File: src/rtl/cpu_clk_pkg.sv
// Shared definitions for the CPU clock controller.
//   MODE_*  : encodings of the 2-bit mode input.
//   state_t : controller FSM states. IDLE holds clk_out low; the other
//             three states toggle clk_out from the half-period counter.
package cpu_clk_pkg;

  localparam logic [1:0] MODE_RUN   = 2'b00;
  localparam logic [1:0] MODE_HALT  = 2'b01;
  localparam logic [1:0] MODE_STEP  = 2'b10;
  localparam logic [1:0] MODE_BURST = 2'b11;

  typedef enum logic [1:0] {
    ST_IDLE      = 2'd0,
    ST_RUN       = 2'd1,
    ST_STEP_ACT  = 2'd2,
    ST_BURST_ACT = 2'd3
  } state_t;

endpackage

File: src/rtl/btn_debounce.sv
// Push-button conditioner: 2-flop synchroniser, debounce, press pulse.
//   clk   in  board clock
//   rst   in  asynchronous active-low reset
//   btn   in  raw asynchronous button level
//   press out one-cycle pulse when an accepted 0->1 transition occurs
// A new level is accepted once DEB_CYCLES consecutive synchronised
// samples agree. DEB_W must be able to hold DEB_CYCLES-1.
module btn_debounce #(
  parameter int DEB_CYCLES = 1000000,
  parameter int DEB_W      = 20
) (
  input  logic clk,
  input  logic rst,
  input  logic btn,
  output logic press
);

  localparam logic [DEB_W-1:0] DEB_MAX = DEB_W'(DEB_CYCLES - 1);

  logic             sync1;
  logic             sync2;
  logic             prev;
  logic             level;
  logic [DEB_W-1:0] cnt;

  // cnt is the number of consecutive matching sample pairs ending at prev,
  // so prev has been seen cnt+1 times in a row. Acceptance is judged on
  // the registered pair (prev, cnt) to keep both views consistent.
  always_ff @(posedge clk or negedge rst) begin
    if (!rst) begin
      sync1 <= 1'b0;
      sync2 <= 1'b0;
      prev  <= 1'b0;
      level <= 1'b0;
      cnt   <= '0;
      press <= 1'b0;
    end else begin
      sync1 <= btn;
      sync2 <= sync1;
      prev  <= sync2;
      press <= 1'b0;
      if (sync2 != prev) begin
        cnt <= '0;
      end else if (cnt != DEB_MAX) begin
        cnt <= cnt + DEB_W'(1);
      end
      if ((cnt == DEB_MAX) && (prev != level)) begin
        level <= prev;
        press <= prev;
      end
    end
  end

endmodule

File: src/rtl/cpu_clk_ctrl.sv
// CPU clock controller: divides the board clock into the CPU clock with
// run / halt / single-step / N-cycle burst modes and a loadable divisor.
//   clk        in  board clock
//   rst        in  asynchronous active-low reset
//   mode       in  00 run, 01 halt, 10 step, 11 burst
//   div_val    in  new half-period in clk cycles (0 is treated as 1)
//   div_load   in  one-cycle strobe capturing div_val
//   step_btn   in  raw push-button for single-step
//   burst_len  in  CPU cycles per burst
//   burst_go   in  one-cycle strobe starting a burst (mode 11 only)
//   clk_out    out divided CPU clock
//   tick       out one-clk pulse with each 0->1 of clk_out
//   running    out high in RUN, STEP_ACT and BURST_ACT
//   cyc_count  out clk_out rising edges since reset (wraps)
//   fsm_state  out current controller state (debug)
// div_load and burst_go are single-cycle strobes with no back-pressure:
// they are sampled on the clk edge where they are high and never held.
module cpu_clk_ctrl
  import cpu_clk_pkg::*;
#(
  parameter int CNT_W        = 26,
  parameter int DEFAULT_HALF = 25000000,
  parameter int DEB_CYCLES   = 1000000,
  parameter int DEB_W        = 20,
  parameter int BURST_W      = 16
) (
  input  logic               clk,
  input  logic               rst,
  input  logic [1:0]         mode,
  input  logic [CNT_W-1:0]   div_val,
  input  logic               div_load,
  input  logic               step_btn,
  input  logic [BURST_W-1:0] burst_len,
  input  logic               burst_go,
  output logic               clk_out,
  output logic               tick,
  output logic               running,
  output logic [31:0]        cyc_count,
  output logic [1:0]         fsm_state
);

  localparam logic [CNT_W-1:0] HALF_RST = CNT_W'(DEFAULT_HALF);
  localparam logic [CNT_W-1:0] ONE      = CNT_W'(1);

  state_t               state;
  logic [CNT_W-1:0]     half;
  logic [CNT_W-1:0]     pending;
  logic                 pend_valid;
  logic [CNT_W-1:0]     hcnt;
  logic [BURST_W-1:0]   remaining;
  logic                 press;
  logic                 toggling;
  logic                 wrap;
  logic                 take_pending;
  logic [CNT_W-1:0]     div_fixed;

  btn_debounce #(
    .DEB_CYCLES (DEB_CYCLES),
    .DEB_W      (DEB_W)
  ) u_debounce (
    .clk   (clk),
    .rst   (rst),
    .btn   (step_btn),
    .press (press)
  );

  assign div_fixed    = (div_val == '0) ? ONE : div_val;
  assign toggling     = (state != ST_IDLE);
  assign wrap         = toggling && (hcnt == half - ONE);
  // A new half only lands on a phase boundary (or while stopped), so no
  // phase is ever cut short or stretched mid-way.
  assign take_pending = pend_valid && (wrap || !toggling);
  assign fsm_state    = state;

  always_ff @(posedge clk or negedge rst) begin
    if (!rst) begin
      state      <= ST_IDLE;
      clk_out    <= 1'b0;
      tick       <= 1'b0;
      running    <= 1'b0;
      cyc_count  <= '0;
      half       <= HALF_RST;
      pending    <= HALF_RST;
      pend_valid <= 1'b0;
      hcnt       <= '0;
      remaining  <= '0;
    end else begin
      tick <= 1'b0;

      if (div_load) begin
        pending    <= div_fixed;
        pend_valid <= 1'b1;
      end else if (take_pending) begin
        pend_valid <= 1'b0;
      end
      if (take_pending) begin
        half <= pending;
      end

      case (state)
        ST_IDLE: begin
          clk_out <= 1'b0;
          hcnt    <= '0;
          if (mode == MODE_RUN) begin
            state   <= ST_RUN;
            running <= 1'b1;
          end else if ((mode == MODE_STEP) && press) begin
            state   <= ST_STEP_ACT;
            running <= 1'b1;
          end else if ((mode == MODE_BURST) && burst_go && (burst_len != '0)) begin
            state     <= ST_BURST_ACT;
            running   <= 1'b1;
            remaining <= burst_len;
          end
        end
        default: begin
          if (!wrap) begin
            hcnt <= hcnt + ONE;
          end else begin
            hcnt    <= '0;
            clk_out <= ~clk_out;
            if (!clk_out) begin
              // Rising edge of the CPU clock.
              tick      <= 1'b1;
              cyc_count <= cyc_count + 32'd1;
              if (state == ST_BURST_ACT) begin
                remaining <= remaining - BURST_W'(1);
              end
            end else begin
              // Falling edge: the only point where a toggling state may
              // stop, so the CPU clock always parks low after a full high.
              if (((state == ST_RUN) && (mode != MODE_RUN)) ||
                  (state == ST_STEP_ACT) ||
                  ((state == ST_BURST_ACT) && (remaining == '0))) begin
                state   <= ST_IDLE;
                running <= 1'b0;
              end
            end
          end
        end
      endcase
    end
  end

endmodule

File: config.mk
export PLATFORM = sky130hd
export DESIGN_NAME = cpu_clk_ctrl
export DESIGN_NICKNAME = d
export VERILOG_FILES = /design/src/rtl/cpu_clk_pkg.sv /design/src/rtl/btn_debounce.sv /design/src/rtl/cpu_clk_ctrl.sv
export SDC_FILE = /design/constraint.sdc
export NUM_CORES = 1
export LEC_CHECK = 0
export BUFFER_PORTS_ARGS = -buffer_cell sky130_fd_sc_hd__buf_4
export CAP_MARGIN = 10
export CORE_UTILIZATION = 50
export CTS_BUF_LIST = sky130_fd_sc_hd__clkbuf_8
export DETAILED_ROUTE_END_ITERATION = 10
export PLACE_DENSITY = 0.76
export SETUP_SLACK_MARGIN = 0.3
export SYNTH_ARGS = -nofsm -noshare
export SYNTH_HDL_FRONTEND = slang
export SYNTH_SLANG_ARGS = --single-unit
File: constraint.sdc
create_clock -name clk -period 5.37 [get_ports clk]
set_clock_uncertainty 0.1 [all_clocks]
set_input_delay 0.8055 -clock clk [delete_from_list [all_inputs] [get_ports clk]]
set_output_delay 0.8055 -clock clk [all_outputs]
set_load 0.01 [all_outputs]
Yosys cells after proc, flatten, opt, wreduce, memory -nomap -nowiden:

Cells that the tools add are included.

* input port bits: 49
* register bits after elaboration: 157
* output and inout bits: 37

* muxes and demuxes: 34
* bitwise operators: 2
* reduce and logical (&&, ||, !) cells: 28
* add/sub/neg operators: 5
* equality and inequality tests: 15

Operators with widths (count)
* two-way mux 16 bit: 7
* two-way mux 26 bit: 3
* two-way mux 20 bit: 2
* adder 32 x 1 -> 32 bit, second input constant: 1
* adder 26 x 1 -> 26 bit, second input constant: 1
* == test 26 bit: 1
* logical NOT 26 bit: 1
* subtractor 26 x 1 -> 26 bit, second input constant: 1
* adder 20 x 1 -> 20 bit, second input constant: 1
* == test 20 bit, second input constant: 1
* inequality test 20 bit, second input constant: 1
* logical NOT 16 bit: 1
* nonzero test 16 bit: 1
* nonzero test 2 bit: 8
* subtractor 16 x 1 -> 16 bit, second input constant: 1
* two-way mux 1 bit: 15
* two-way mux 2 bit: 7
* == test 2 bit, second input constant: 4
* logical AND 1 bit: 8
* inequality test 2 bit, second input constant: 3
* AND reduction 6 bit: 1
* logical NOT 2 bit: 2
* inequality test 4 bit, second input constant: 1
* AND reduction 4 bit: 1
* 7 further kinds: 11

Logic depth before layout (Yosys ltp):

* depth after elaboration: 8
* depth in mapped cells: 12
* mapped depth without buffers: 10

By module:

From an unflattened synthesis, not the netlist that was laid out.

* cell total of the unflattened synthesis: 850
* area total of the unflattened synthesis: 8528.2 um^2

By module, submodules not included
* cpu_clk_ctrl: cells each 731, sequential area each 3333.2 um^2, area an instance 7319.5 um^2, times used 1
* btn_debounce: cells each 119, sequential area each 625.6 um^2, area an instance 1208.7 um^2, times used 1

Least setup slack after synthesis:

Ideal clock, no wire load.

* path kind: register -> register
* start point: register half[4]
* end point: register remaining[15]
* data arrival time: 3.637 ns
* cell stages (with the launch flop): 12
* setup time: 0.122 ns
* period minus slack after synthesis: 3.858 ns
* buffers on the path: 3
* setup slack: 1.512 ns
* required time: 5.148 ns
* path through: dfrtp_1 buf_6 or4_1 buf_2 or4_4 a2111o_1 a22oi_2 o211ai_2 or3_1 buf_2 or4_1 a32o_1

* word-level cells in the longest chain between the ends: 5

RTL lines
* from (decl): line cpu_clk_ctrl.sv:46 `logic [CNT_W-1:0] half;`
* from (signal assigned): line cpu_clk_ctrl.sv:97 `half <= pending;`
* subtractor 26 x 1 -> 26 bit: line cpu_clk_ctrl.sv:69 `assign wrap = toggling && (hcnt == half - ONE);`
* == test 26 bit: line cpu_clk_ctrl.sv:69
* logical AND 1 bit: line cpu_clk_ctrl.sv:69
* nonzero test 2 bit (no line)
* AND reduction 6 bit (no line)
* to (signal assigned): line cpu_clk_ctrl.sv:113 `remaining <= burst_len;`
* to (signal assigned): line cpu_clk_ctrl.sv:127 `remaining <= remaining - BURST_W'(1);`
* to (decl): line cpu_clk_ctrl.sv:50 `logic [BURST_W-1:0] remaining;`

No other way between the ends.
A chain may end at the register's enable or synchronous reset.

Final worst setup path:

* start point: register half[4]
* end point: register cyc_count[12]

* word-level cells in the longest chain between the ends: 4

RTL lines
* subtractor 26 x 1 -> 26 bit: line cpu_clk_ctrl.sv:69
* == test 26 bit: line cpu_clk_ctrl.sv:69
* logical AND 1 bit: line cpu_clk_ctrl.sv:69
* AND reduction 3 bit (no line)
* to (signal assigned): line cpu_clk_ctrl.sv:125 `cyc_count <= cyc_count + 32'd1;`
* to (decl): line cpu_clk_ctrl.sv:38 `output logic [31:0] cyc_count,`

No other way between the ends.

==> results.cfg <==
[floorplan]
start_util_pct = 51.47
ios = 86
core_um2 = 15940
die-area_um2 = 16930
dieWidth_um = 130.1
fp.dieH_um = 130.1
rows = 46

[cts]
clk_pin_slew_ns = 0.09
cts_hold_buffers = 0
max-clock-path-buffers = 2
cts-root-buf = clkbuf_8
cts_tree = built
cts.sinks = 157
htree_num_levels = 4
clk_latency_ns = 0.47
cts_made_buffers = 17
cts_setup_buffers = 0
cts_resized = 0

[layout]
final_util_pct = 59.61
num_antenna_cells = 0
stdcell_area_um2 = 9503
ff_latch_area_um2 = 3959
drive_gt1_share_pct = 22.23
fillers = 1367
multi_input_area_um2 = 4023
area_growth_pct = 15.81
nNetsFinal = 927

[routing]
wl_met2_um = 8624
vias = 6419
detail_route.first_pass.iterations = 5
drt-vias-per-instance = 5.825
ant_nets = 0
wl_um = 18330
routed.top_layer = met4
routedLengthMet1_um = 8495
drc = 0
wl_met3_um = 803
routedWlPerCell_um = 16.64
drt_iter0_markers = 588

[logic_synthesis]
syn_nets = 852
seq_area_frac_synth_pct = 48.25
synth.avg_cell_area_um2 = 10.28
synth_cells = 798
synth_edf_count = 0
synth_area_um2 = 8205
synthDistinctLibCells = 63
yosys_warnings = 0
ys_ff_latch = 157
synth_ff_type = dfrtp_1
async_reset_ff_share_pct = 100.0

[hold_path]
hp-class = in2async

[timing]
fin_tns_setup_ns = 0
tightest_slew_ns = 1.022
period_minus_slack_ns = 4.373
holdWs_ns = 0.09063
rsz0062_at_grt = no
hold_viol = 0
fmax_ghz = 0.2287
max_slew_margin_pct = 31.25
setup_viol = 0
drv_slew = 0
post-route-period-util_pct = 81.43

[power_and_ir_drop]
power.switching_mw = 1.329
p_per_area_nw_per_um2 = 400.3
power.share.clock_pct = 27.5
seqPwrFrac_pct = 45.4
combPwrFrac_pct = 27.1
peakVddDrop_mv = 0.2128
p_total_mw = 3.804
leakage_nw = 4.132
sw_frac_of_total_pct = 34.94
p_int_mw = 2.475

[global_route]
grtUsageTotal_pct = 23.18
antenna_found_initial = 0
grt_pass1_vias = 6115
grt_max_degree = 78
overflow = 0
grt_pass1_wl_um = 30400

[setup_path]
worst-setup-path-type = reg2reg
slowest_stage = or4_1
crit_path_max_incr_delay_ns = 0.93
r2r_cells = 9
path_depth = 9
required_ns = 5.66
cpMostUsedCell = or4_1
crit_fanout = 25
end_kind = register
cp_top_family = simple AND/OR/NAND/NOR gates
critPathBufInv = 1
crit_chain = or4_1 > or4_1 > nor4_1 > xnor2_1 > nand4_1 > or4_1 > buf_4 > nor3_1 > xor2_1
arrival_ns = 4.66
startpoint_type = register

[placement]
port_buffers = 85
post-dp-hpwl_um = 12500
place_area_um2 = 9025
gp_congestion = 0.9265

[job]
cap_violations = 0

[outcome]
outcome = complete, no violations
-- final cells by class --
class	count	area share, %
Clock buffer	18	2.607
Clock inverter	14	2.423
Inverter	17	0.6715
Multi-Input combinational cell	586	42.33
Sequential cell	157	41.66
Tap cell	216	2.844
Timing Repair Buffer	94	7.465
-- flip-flops by register name (all words and copies together), names as in the netlist, 2 cells and up --
name	count
half	26
remaining	16
cyc_count	32
pending	26
fsm_state	2
hcnt	26
u_debounce.cnt	20
-- cell usage after synthesis, types with 8 or more instances --
library cell / instances / area, um^2
xnor2_1: 46 / 402.9
dfstp_2: 24 / 630.6
or3_1: 15 / 93.84
a21oi_1: 8 / 40.04
dfrtp_1: 133 / 3328
and3_1: 15 / 93.84
nor4_1: 31 / 193.9
inv_1: 17 / 63.81
xor2_1: 60 / 525.5
nand4_1: 24 / 150.1
a211oi_1: 11 / 82.58
nand3_1: 41 / 205.2
nor3b_1: 8 / 60.06
clkbuf_1: 27 / 101.4
o21ai_0: 17 / 85.08
buf_2: 8 / 40.04
and4_1: 13 / 113.9
mux2_2: 32 / 360.4
nand2_1: 40 / 150.1
or4_1: 13 / 97.59
nor2_1: 70 / 262.8
mux2_1: 21 / 236.5
nor3_1: 43 / 215.2
-- metal layers --
metal  track usage, %  vias up
met5                0        -
met4            9.918        0
met3            4.510       31
met2            35.48      172
met1            32.21     3160
li1                 -     3056
-- layout by cell type, fill, tap and decap left out, drive strengths merged, types with 4 or more instances in the layout --
cell type,n
a211oi,11
a21oi,8
a311oi,4
and2,4
and3,15
and4,13
buf,94
bufinv,5
clkbuf,18
dfrtp,133
dfstp,24
ha,5
inv,22
mux2,53
nand2,41
nand3,41
nand4,24
nor2,70
nor2b,4
nor3,44
nor3b,8
nor4,31
o211ai,4
o21ai,18
o22ai,5
o31ai,4
o41ai,4
or2,4
or3,15
or4,14
xnor2,46
xor2,60
-- worst paths after layout --
path	start	endpoint	slack (ns)
hold reg to reg	u_debounce.sync1	u_debounce.sync2	0.25
max in group asynchronous	rst	cyc_count[19]	3.82
setup / recovery	half[4]	cyc_count[12]	1.0
hold / removal	rst	pending[25]	0.09
min in group clk	u_debounce.sync1	u_debounce.sync2	0.25
setup reg to reg	half[4]	cyc_count[12]	1.0
-- worst register-to-register path, delay by kind of cell, from the launching register on --
family,cells,cell delay (ns)
XOR/XNOR,2,0.38
buffers and inverters,1,0.39
flip-flops,1,0.47
AND/OR/NAND/NOR,6,2.96
-- through the flow --
step	worst slack, ns	std cells
floorplan	1.512	798
global placement	1.203	1070
detailed placement	1.131	1070
CTS	1.065	1102
global route	0.7801	1102
finish	0.9972	1102
-- power groups by stage --
stage               combinational, mW  clock, mW  sequential, mW
floorplan                       0.820          0            1.62
global placement                0.993          0            1.73
detailed placement               1.02          0            1.73
CTS                              1.03       1.07            1.72
global route                     1.14       1.11            1.76
finish                           1.03       1.05            1.73
-- logic make-up (layout without fill, tap and decap cells) --
kind of cell    Yosys count  after routing  synth area share, %
simple gates            338            338                22.25
flops                   157            157                48.25
xor+xnor                106            106                11.31
compound gates           83             83                7.304
buf+inv                  55            143                2.730
mux                      54             54                7.396
fa+ha+maj                 5              5               0.7624
Note: power is estimated with default switching activity, not from simulation.
